<file path="src/rtl/mdl_axis_pkt_fifo.sv">
// AXI4-Stream FWFT FIFO with optional store-and-forward packet gating.
// A forced cut-through fallback releases packets longer than the FIFO.
module mdl_axis_pkt_fifo #(
    parameter int PRM_DAXI     = 64,
    parameter int PRM_DKEEP    = 8,
    parameter int PRM_DEPTH    = 16,
    parameter int PRM_AW       = 4,
    parameter int PRM_PKT_MODE = 1
) (
    input  logic                 iSYS_CLK,
    input  logic                 iSYS_RST,
    input  logic                 iS_AXIS_TVALID,
    output logic                 oS_AXIS_TREADY,
    input  logic [PRM_DAXI-1:0]  iS_AXIS_TDATA,
    input  logic [PRM_DKEEP-1:0] iS_AXIS_TKEEP,
    input  logic                 iS_AXIS_TLAST,
    output logic                 oM_AXIS_TVALID,
    input  logic                 iM_AXIS_TREADY,
    output logic [PRM_DAXI-1:0]  oM_AXIS_TDATA,
    output logic [PRM_DKEEP-1:0] oM_AXIS_TKEEP,
    output logic                 oM_AXIS_TLAST,
    output logic [PRM_AW:0]      oFIFO_LEVEL,
    output logic [PRM_AW:0]      oFIFO_PKTS
);
    localparam int              W       = PRM_DAXI + PRM_DKEEP + 1;
    localparam logic [PRM_AW:0] DEPTH_L = (PRM_AW + 1)'(PRM_DEPTH);

    logic [W-1:0]      mem_q [PRM_DEPTH];
    logic [W-1:0]      head;
    logic [PRM_AW-1:0] wr_ptr_q, wr_ptr_d;
    logic [PRM_AW-1:0] rd_ptr_q, rd_ptr_d;
    logic [PRM_AW:0]   level_q, level_d;
    logic [PRM_AW:0]   pkts_q, pkts_d;
    logic              force_q, force_d;
    logic              s_tready_q, s_tready_d;
    logic              push, pop, head_last, m_tvalid;

    assign head      = mem_q[rd_ptr_q];
    assign head_last = head[0];

    // Head is held until popped: level, pkts and force can only shrink on a pop.
    assign m_tvalid = (level_q != '0) &
                      ((PRM_PKT_MODE == 0) | (pkts_q != '0) | force_q);

    assign oS_AXIS_TREADY = s_tready_q;
    assign oM_AXIS_TVALID = m_tvalid;
    assign {oM_AXIS_TDATA, oM_AXIS_TKEEP, oM_AXIS_TLAST} = head;
    assign oFIFO_LEVEL    = level_q;
    assign oFIFO_PKTS     = pkts_q;

    always_comb begin
        push       = iS_AXIS_TVALID & s_tready_q;
        pop        = m_tvalid & iM_AXIS_TREADY;
        wr_ptr_d   = push ? wr_ptr_q + PRM_AW'(1) : wr_ptr_q;
        rd_ptr_d   = pop  ? rd_ptr_q + PRM_AW'(1) : rd_ptr_q;
        level_d    = level_q + (PRM_AW + 1)'(push) - (PRM_AW + 1)'(pop);
        pkts_d     = pkts_q + (PRM_AW + 1)'(push & iS_AXIS_TLAST)
                            - (PRM_AW + 1)'(pop & head_last);
        s_tready_d = (level_d < DEPTH_L);
        force_d    = force_q;
        // Full with no complete packet: release the oversized packet as cut-through.
        if (pop & head_last) begin
            force_d = 1'b0;
        end else if ((level_q == DEPTH_L) && (pkts_q == '0)) begin
            force_d = 1'b1;
        end
    end

    always_ff @(posedge iSYS_CLK or posedge iSYS_RST) begin
        if (iSYS_RST) begin
            wr_ptr_q   <= '0;
            rd_ptr_q   <= '0;
            level_q    <= '0;
            pkts_q     <= '0;
            force_q    <= 1'b0;
            s_tready_q <= 1'b0;
        end else begin
            wr_ptr_q   <= wr_ptr_d;
            rd_ptr_q   <= rd_ptr_d;
            level_q    <= level_d;
            pkts_q     <= pkts_d;
            force_q    <= force_d;
            s_tready_q <= s_tready_d;
        end
    end

    always_ff @(posedge iSYS_CLK) begin
        if (push) begin
            mem_q[wr_ptr_q] <= {iS_AXIS_TDATA, iS_AXIS_TKEEP, iS_AXIS_TLAST};
        end
    end
endmodule

</file>
<file path="config.mk">
export PLATFORM = sky130hd
export DESIGN_NAME = mdl_axis_pkt_fifo
export DESIGN_NICKNAME = d
export VERILOG_FILES = /design/src/rtl/mdl_axis_pkt_fifo.sv
export SDC_FILE = /design/constraint.sdc
export NUM_CORES = 1
export LEC_CHECK = 0
export BUFFER_PORTS_ARGS = -buffer_cell sky130_fd_sc_hd__buf_2
export CAP_MARGIN = 20
export CORE_ASPECT_RATIO = 1.2
export CORE_MARGIN = 5
export CORE_UTILIZATION = 25
export DETAILED_ROUTE_END_ITERATION = 7
export PLACE_DENSITY = 0.38
export SLEW_MARGIN = 20
export SYNTH_ARGS = -nofsm -noshare
export SYNTH_HDL_FRONTEND = slang
export SYNTH_SLANG_ARGS = --single-unit
</file>
<file path="constraint.sdc">
create_clock -name iSYS_CLK -period 3.25 [get_ports iSYS_CLK]
set_input_delay 0.325 -clock iSYS_CLK [delete_from_list [all_inputs] [get_ports iSYS_CLK]]
set_output_delay 0.325 -clock iSYS_CLK [all_outputs]
set_load 0.02 [all_outputs]
</file>
==> results of run 1 <==
power by group through the flow:
stage / Clock, mW / Sequential, mW / Combinational [mW]
floorplan: 0 / 18.6 / 9.95
global placement: 0 / 18.7 / 15.3
detailed placement: 0 / 18.7 / 15.3
CTS: 15.3 / 18.3 / 19.0
global route: 15.9 / 18.4 / 21.4
finish: 14.8 / 18.3 / 20.0
critical path, delay by kind of cell, from the launching register on:
kind            cells  cell delay, ns
flops               1            0.43
simple gates        1            0.14
compound gates      2            0.37
buf+inv             4            0.75
mux                 1            0.49
sequential cells by signal (all words and copies together), names as in the netlist:
name,cells
rd_ptr_q,4
oFIFO_PKTS,5
oFIFO_LEVEL,5
mem_q,1168
wr_ptr_q,4
oS_AXIS_TREADY,1
force_q,1
how the worst min path moves through the flow:
stage / cells past startpoint / end / from
global route: 3 / oFIFO_PKTS[2]$_DFF_PP0_ / iSYS_RST
CTS: 3 / oFIFO_PKTS[3]$_DFF_PP0_ / iSYS_RST
global placement: 2 / force_q$_DFFE_PP0P_ / force_q$_DFFE_PP0P_
finish: 3 / oFIFO_PKTS[2]$_DFF_PP0_ / iSYS_RST
floorplan: 1 / force_q$_DFFE_PP0P_ / iSYS_RST
detailed placement: 2 / force_q$_DFFE_PP0P_ / force_q$_DFFE_PP0P_
layer usage:
layer  up-vias  global-route usage, %
li1       9339                      -
met1     12148                   18.7
met2       439                   21.5
met3       145                   2.66
met4         4                   3.44
met5         -                      0
cell families (layout without fill, tap and decap cells):
kind of cell               count (synthesis)  after routing  share of synthesized area, %
muxes                                    370            370                          16.0
other                                      0             10                             0
buffers and inverters                    123            683                          1.45
and+or+nand+nor                          121            121                          1.59
xor gates and xnor gates                  16             16                         0.307
AOI/OAI and AO/OA                        155            155                          2.13
DFF                                     1188           1188                          78.0
adders and majority gates                 18             18                         0.527
cells in the mapped netlist, types with 4 or more instances:
| library cell | number |
|---|---|
| buf_1 | 10 |
| mux4_2 | 288 |
| inv_1 | 17 |
| buf_2 | 23 |
| and3_1 | 5 |
| buf_6 | 9 |
| xnor2_1 | 12 |
| nand2_1 | 5 |
| nor2_1 | 10 |
| a21oi_1 | 78 |
| a211oi_1 | 72 |
| buf_4 | 27 |
| and2_1 | 13 |
| xor2_1 | 4 |
| dfrtp_1 | 20 |
| nand3_1 | 6 |
| clkbuf_1 | 37 |
| mux2i_1 | 80 |
| nor2b_1 | 75 |
| edfxtp_1 | 1168 |
| ha_1 | 16 |
layout by cell type (no fill, tap or decap), types with 9 or more instances in the layout:
cell type         n
buf_6            46
dfrtp_1          16
a211oi_1         20
edfxtp_1       1168
dlygate4sd3_1    76
inv_1            17
diode_2          10
clkbuf_1         26
nor2b_1          53
buf_4            84
clkinv_1         25
a21oi_2          34
and2_4           12
a211oi_2         50
a21oi_1          39
ha_1             16
buf_2           107
xnor2_1          12
mux2i_2          16
buf_16           24
mux2i_4           9
buf_12           61
nor2_1           10
clkbuf_16       149
clkinv_2         33
mux4_2          288
mux2i_1          55
buf_8            10
nor2b_4          20
stage by stage:
step	TNS (ns)	total power [mW]	cell area (um2)	cells	utilization, %
6_report	-0.0970	53.0	58000	4983	32.0
5_1_grt	-6.15	55.6	58000	4977	32.0
4_1_cts	-5.69	52.6	57100	4950	31.5
3_5_place_dp	0	34.0	50300	4557	27.7
3_3_place_gp	0	33.9	50300	4557	27.7
2_1_floorplan	0	28.5	45600	1991	-
cell type report:
cell class / count / area, um2 / share of cell area (%)
inverter: 17 / 63.8 / 0.110
tap: 2422 / 3030 / 5.22
clock inverter: 76 / 581 / 1.00
clock buffer: 170 / 3700 / 6.38
timing repair buffer: 420 / 4830 / 8.32
sequential: 1188 / 35600 / 61.3
multi-input combinational: 680 / 10200 / 17.6
antenna: 10 / 25.0 / 0.0431
what timing repair did:
| item | in CTS | in global routing |
|---|---|---|
| hold buffers | 76 | 0 |
| setup endpoints to repair | 72 | 72 |
| gates resized for setup | 177 | 177 |
| pin swaps | 16 | 43 |
| hold endpoints to repair | 1192 | 0 |
| buffers inserted | 51 | 28 |
| gates cloned | 21 | 5 |
==> results.json, run 1 <==
{
  "status": "complete, but fails checks",
  "violations": "setup timing",
  "worstPathCellList": "buf_12 -> buf_16 -> buf_12 -> mux4_2 -> nor2b_1 -> a211oi_1 -> a21oi_2 -> buf_4",
  "io_pins": 162,
  "gp_congestion": 0.691,
  "ctsHtreeMaxLevel": 4,
  "critPathLaunch": "rd_ptr_q[0]$_DFFE_PP0P_",
  "initial_core_util_pct": 25.2,
  "post_drt_wl_per_cell_um": 26.1,
  "fmax_mhz": 304,
  "syn-num-nets": 2086,
  "fp.coreArea_um2": 181000,
  "first_iter_violations": 1534,
  "tightestPinTransition_ns": 0.849,
  "hp-class": "input port to asynchronous set/reset pin",
  "reg2reg_to": "oFIFO_PKTS[4]$_DFF_PP0_",
  "powerDensity_nw_per_um2": 914,
  "drv_cap": 0,
  "area_growth_pct": 27.2,
  "switching_share_pct": 31.8,
  "crit_path_top_delay_cell": "mux4_2",
  "combPwrFrac_pct": 37.7,
  "cts_tree": "yes",
  "std_cell_rows": 171,
  "synth.distinct_cells": 32,
  "die-area_um2": 191000,
  "synth_seq_area_share_pct": 78.0,
  "synthTopCellsByArea": "edfxtp_1 77%, mux4_2 14%, mux2i_1 1.8%",
  "clkSlewWorstSetupHoldPaths_ns": 0.06,
  "r2r_cells": 17,
  "endpoint": "oM_AXIS_TDATA[30]",
  "dp_hpwl_mm": 65.7,
  "grt_antenna_before_repair": 16,
  "rrSetupSlack_ns": 0.21,
  "yosysTopAreaCell": "edfxtp_1",
  "critPathRequiredTime_ns": 2.92,
  "port_buffers": 161,
  "cts_buffers": 138,
  "grt_usage_pct": 13.4,
  "syn_area_um2": 45600,
  "grt_max_degree": 81,
  "cp.arrival_ns": 2.97,
  "drive_gt1_share_pct": 38.8,
  "end_kind": "output port",
  "met3RoutedLength_mm": 5.05,
  "cp-start-kind": "flip-flop",
  "drc_errors": 0,
  "async_reset_ff_share_pct": 1.68,
  "ant_nets": 0,
  "syn_area_per_cell_um2": 22.9,
  "p_leak_nw": 18.6,
  "holdWs_ns": 0.282,
  "fill_cells": 17334,
  "synthCells": 1991,
  "crit_type": "flip-flop to output port",
  "clkLatencyLatePin_ns": 0.75,
  "die_w_um": 400,
  "totalWireLength_mm": 130,
  "dieHeight_um": 478,
  "finalMaxSlewViolations": 0,
  "synth_seq_cells": 1188,
  "setup_viol": 7,
  "pwr-share-clk_pct": 27.9,
  "rsz0062_at_grt": "yes",
  "hold_viol_final": 0,
  "overflow": 0,
  "grt_pass1_vias": 24062,
  "cts_max_path_buffers": 3,
  "seqPwrFrac_pct": 34.5,
  "r2r_start": "rd_ptr_q[0]$_DFFE_PP0P_",
  "ys.flop_type": "edfxtp_1",
  "synth_top_area_share_pct": 76.9,
  "worst_clock_skew_ns": 0.0232,
  "grt_pass1_wl_mm": 182,
  "worst_path_most_repeated_cell": "buf_12",
  "via_per_inst": 4.43,
  "crit_fanout": 9,
  "internal_power_mw": 36.2,
  "max_stage_delay_ns": 0.49,
  "period_minus_slack_ns": 3.29,
  "yosysWarnings": 0,
  "dp_slack_ns": 0.299,
  "finalWorstSetupSlack_ns": -0.0410,
  "wl_met1_mm": 60.6,
  "cts_num_sinks": 1188,
  "dr_wl_met2_mm": 61.8,
  "vdd_drop_max_uv": 765,
  "nNetsFinal": 2540,
  "slew_headroom_pct": 43.4,
  "num_vias": 22075,
  "cts_root_buf": "clkbuf_16",
  "firstDrtPassIters": 4,
  "netSwitchingPower_mw": 16.9,
  "top_layer_used": "met5",
  "synth-edff-count": 1168,
  "fin_crit_sh_pct": 101
}
No activity file was read; power rests on OpenSTA's default activity.
==> run 2: changes to the inputs <==
- clock period: 3.25 -> 3.3 ns (I/O delays scaled with it)
==> run 2 against run 1 <==
The flow now finishes without violations. Clock-buffer cell count is 11 higher. Critical path depth increased by 1. Clock skew rose by 0.0049 ns. Routed wire length fell by 1.3%. Register-to-register slack got worse by 0.04 ns. Power decreased by 4.3%. Non-clock buffer count rose by 10. Hold slack got worse by 0.0012 ns. Core utilization decreased by 0.33 points. Sequential share of layout area increased by 0.64 points. Global-route usage decreased by 0.19 points. Critical endpoint is now oM_AXIS_TDATA[29].
==> results.json, run 2 (synthesis results as in run 1) <==
{
  "drv_cap": 0,
  "final_cell_mix": "1168 x edfxtp_1, 288 x mux4_2, 148 x clkbuf_16",
  "post_drt_wl_per_cell_um": 25.7,
  "grt_usage_pct": 13.2,
  "holdWs_ns": 0.281,
  "fin_crit_sh_pct": 99.5,
  "r2r_start": "rd_ptr_q[0]$_DFFE_PP0P_",
  "max_stage_delay_ns": 0.47,
  "hold_viol_final": 0,
  "fmax_mhz": 305,
  "overflow": 0,
  "cts_tree": "yes",
  "rrSetupSlack_ns": 0.17,
  "critPathRequiredTime_ns": 2.97,
  "worst_path_most_repeated_cell": "buf_16",
  "clkSlewWorstSetupHoldPaths_ns": 0.06,
  "grt_util_met1_pct": 18.5,
  "clkLatencyLatePin_ns": 0.75,
  "via_per_inst": 4.41,
  "cts_root_buf": "clkbuf_16",
  "totalWireLength_mm": 128,
  "io_pins": 162,
  "firstDrtPassIters": 5,
  "crit_fanout": 9,
  "num_vias": 22017,
  "dieHeight_um": 478,
  "crit_type": "flip-flop to output port",
  "die-area_um2": 191000,
  "grtUsageMet3_pct": 2.44,
  "r2r_cells": 15,
  "multi_input_area_um2": 9850,
  "period_minus_slack_ns": 3.28,
  "end_kind": "output port",
  "std_cell_rows": 171,
  "cp.arrival_ns": 2.95,
  "cp-start-kind": "flip-flop",
  "dp_hpwl_mm": 68.0,
  "critical_path.top_delay_family": "buffers and inverters",
  "largest_register_ffs": 1168,
  "tightestPinTransition_ns": 0.827,
  "slew_headroom_pct": 44.8,
  "rsz0062_at_grt": "yes",
  "nNetsFinal": 2550,
  "fill_cells": 17389,
  "cts_num_sinks": 1188,
  "grtUsageMet2_pct": 21.4,
  "initial_core_util_pct": 25.2,
  "crit_path_top_delay_cell": "dfrtp_4",
  "ctsHtreeMaxLevel": 4,
  "setup_viol": 0,
  "fp.coreArea_um2": 181000,
  "grt_pass1_wl_mm": 180,
  "first_iter_violations": 1240,
  "area_growth_pct": 25.9,
  "final_common_cell": "edfxtp_1",
  "p_leak_nw": 18.4,
  "finalMaxSlewViolations": 0,
  "die_w_um": 400,
  "ant_nets": 0,
  "port_buffers": 161,
  "regMostFlops": "mem_q",
  "cts_buffers": 138,
  "worstPathCellList": "buf_16 -> buf_16 -> buf_16 -> buf_12 -> mux4_2 -> nor2b_1 -> a211oi_1 -> a21oi_1 -> buf_2",
  "grt_antenna_before_repair": 13,
  "placed_area_um2": 50300,
  "design_area_um2": 57400,
  "powerDensity_nw_per_um2": 884,
  "grt_max_degree": 93,
  "regArea_um2": 35600,
  "gp_congestion": 0.674,
  "grt-busiest-layer": "met2",
  "cp_num_buf_inv": 5,
  "utilization_pct": 31.7,
  "worst_clock_skew_ns": 0.0282,
  "power_mw": 50.8,
  "vdd_drop_max_uv": 624,
  "drc_errors": 0,
  "grt_pass1_vias": 23732,
  "cts_max_path_buffers": 3,
  "status": "finished clean",
  "hp-class": "input port to asynchronous set/reset pin",
  "reg2reg_to": "oFIFO_PKTS[4]$_DFF_PP0_",
  "drive_gt1_share_pct": 35.9
}
-- run 2: worst max-delay path by stage --
stage | from | to | slack [ns] | cells after the start
finish | rd_ptr_q[0]$_DFFE_PP0P_ | oM_AXIS_TDATA[29] | 0.02 | 9
floorplan | oS_AXIS_TREADY$_DFF_PP0_ | mem_q[10][0]$_DFFE_PP_ | 0.15 | 3
detailed placement | oFIFO_PKTS[2]$_DFF_PP0_ | oFIFO_PKTS[4]$_DFF_PP0_ | 0.33 | 15
global placement | oFIFO_LEVEL[3]$_DFF_PP0_ | oS_AXIS_TREADY$_DFF_PP0_ | 0.27 | 15
global route | rd_ptr_q[0]$_DFFE_PP0P_ | oM_AXIS_TDATA[22] | -0.13 | 9
CTS | rd_ptr_q[0]$_DFFE_PP0P_ | oM_AXIS_TDATA[29] | -0.11 | 9
-- run 2: layout make-up --
cell class | instances | area share, %
diodes | 6 | 0.0261
clock buffers | 181 | 6.51
clock inverters | 66 | 0.817
inverters | 17 | 0.111
multi-input cells | 680 | 17.1
flip-flops and latches | 1188 | 61.9
well taps | 2422 | 5.27
repair buffers | 430 | 8.17
-- run 2: what timing repair did --
action | in CTS | in global routing
setup endpoints to repair | 71 | 72
resized for setup | 149 | 83
buffers inserted | 54 | 24
cloned | 11 | 4
hold buffers | 76 | 0
endpoints found under the hold margin | 1192 | 0
pin swaps | 13 | 18
-- run 2: metal layers --
layer | share of wire, % | vias up | wire length, um
li1 | - | 9388 | -
met1 | 47 | 12043 | 59800
met2 | 48 | 435 | 61300
met5 | 0.028 | - | 36
met3 | 3.9 | 145 | 4940
met4 | 1.7 | 6 | 2120
-- run 2: worst reg2reg max path: cells and delay by family (launching register included) --
| family | cells | cell delay (ns) |
|---|---|---|
| compound gates | 3 | 0.57 |
| simple gates | 3 | 0.41 |
| mux | 1 | 0.16 |
| flops | 1 | 0.52 |
| buf+inv | 4 | 0.47 |
| fa+ha+maj | 2 | 0.60 |
| xor+xnor | 2 | 0.27 |
-- run 2: per-stage QoR --
stage	setup TNS (ns)	worst slack, ns	instances
2_1_floorplan	0	0.149	1991
3_3_place_gp	0	0.267	4570
3_5_place_dp	0	0.334	4570
4_1_cts	-3.12	-0.107	4958
5_1_grt	-4.81	-0.134	4986
6_report	0	0.0176	4990
-- run 2: power by group --
| part | switching [mW] | total [mW] | internal, mW |
|---|---|---|---|
| Sequential | 0.326 | 18.0 | 17.7 |
| Combinational | 9.68 | 18.5 | 8.78 |
| Clock | 5.97 | 14.3 | 8.35 |
| Total | 16.0 | 50.8 | 34.8 |
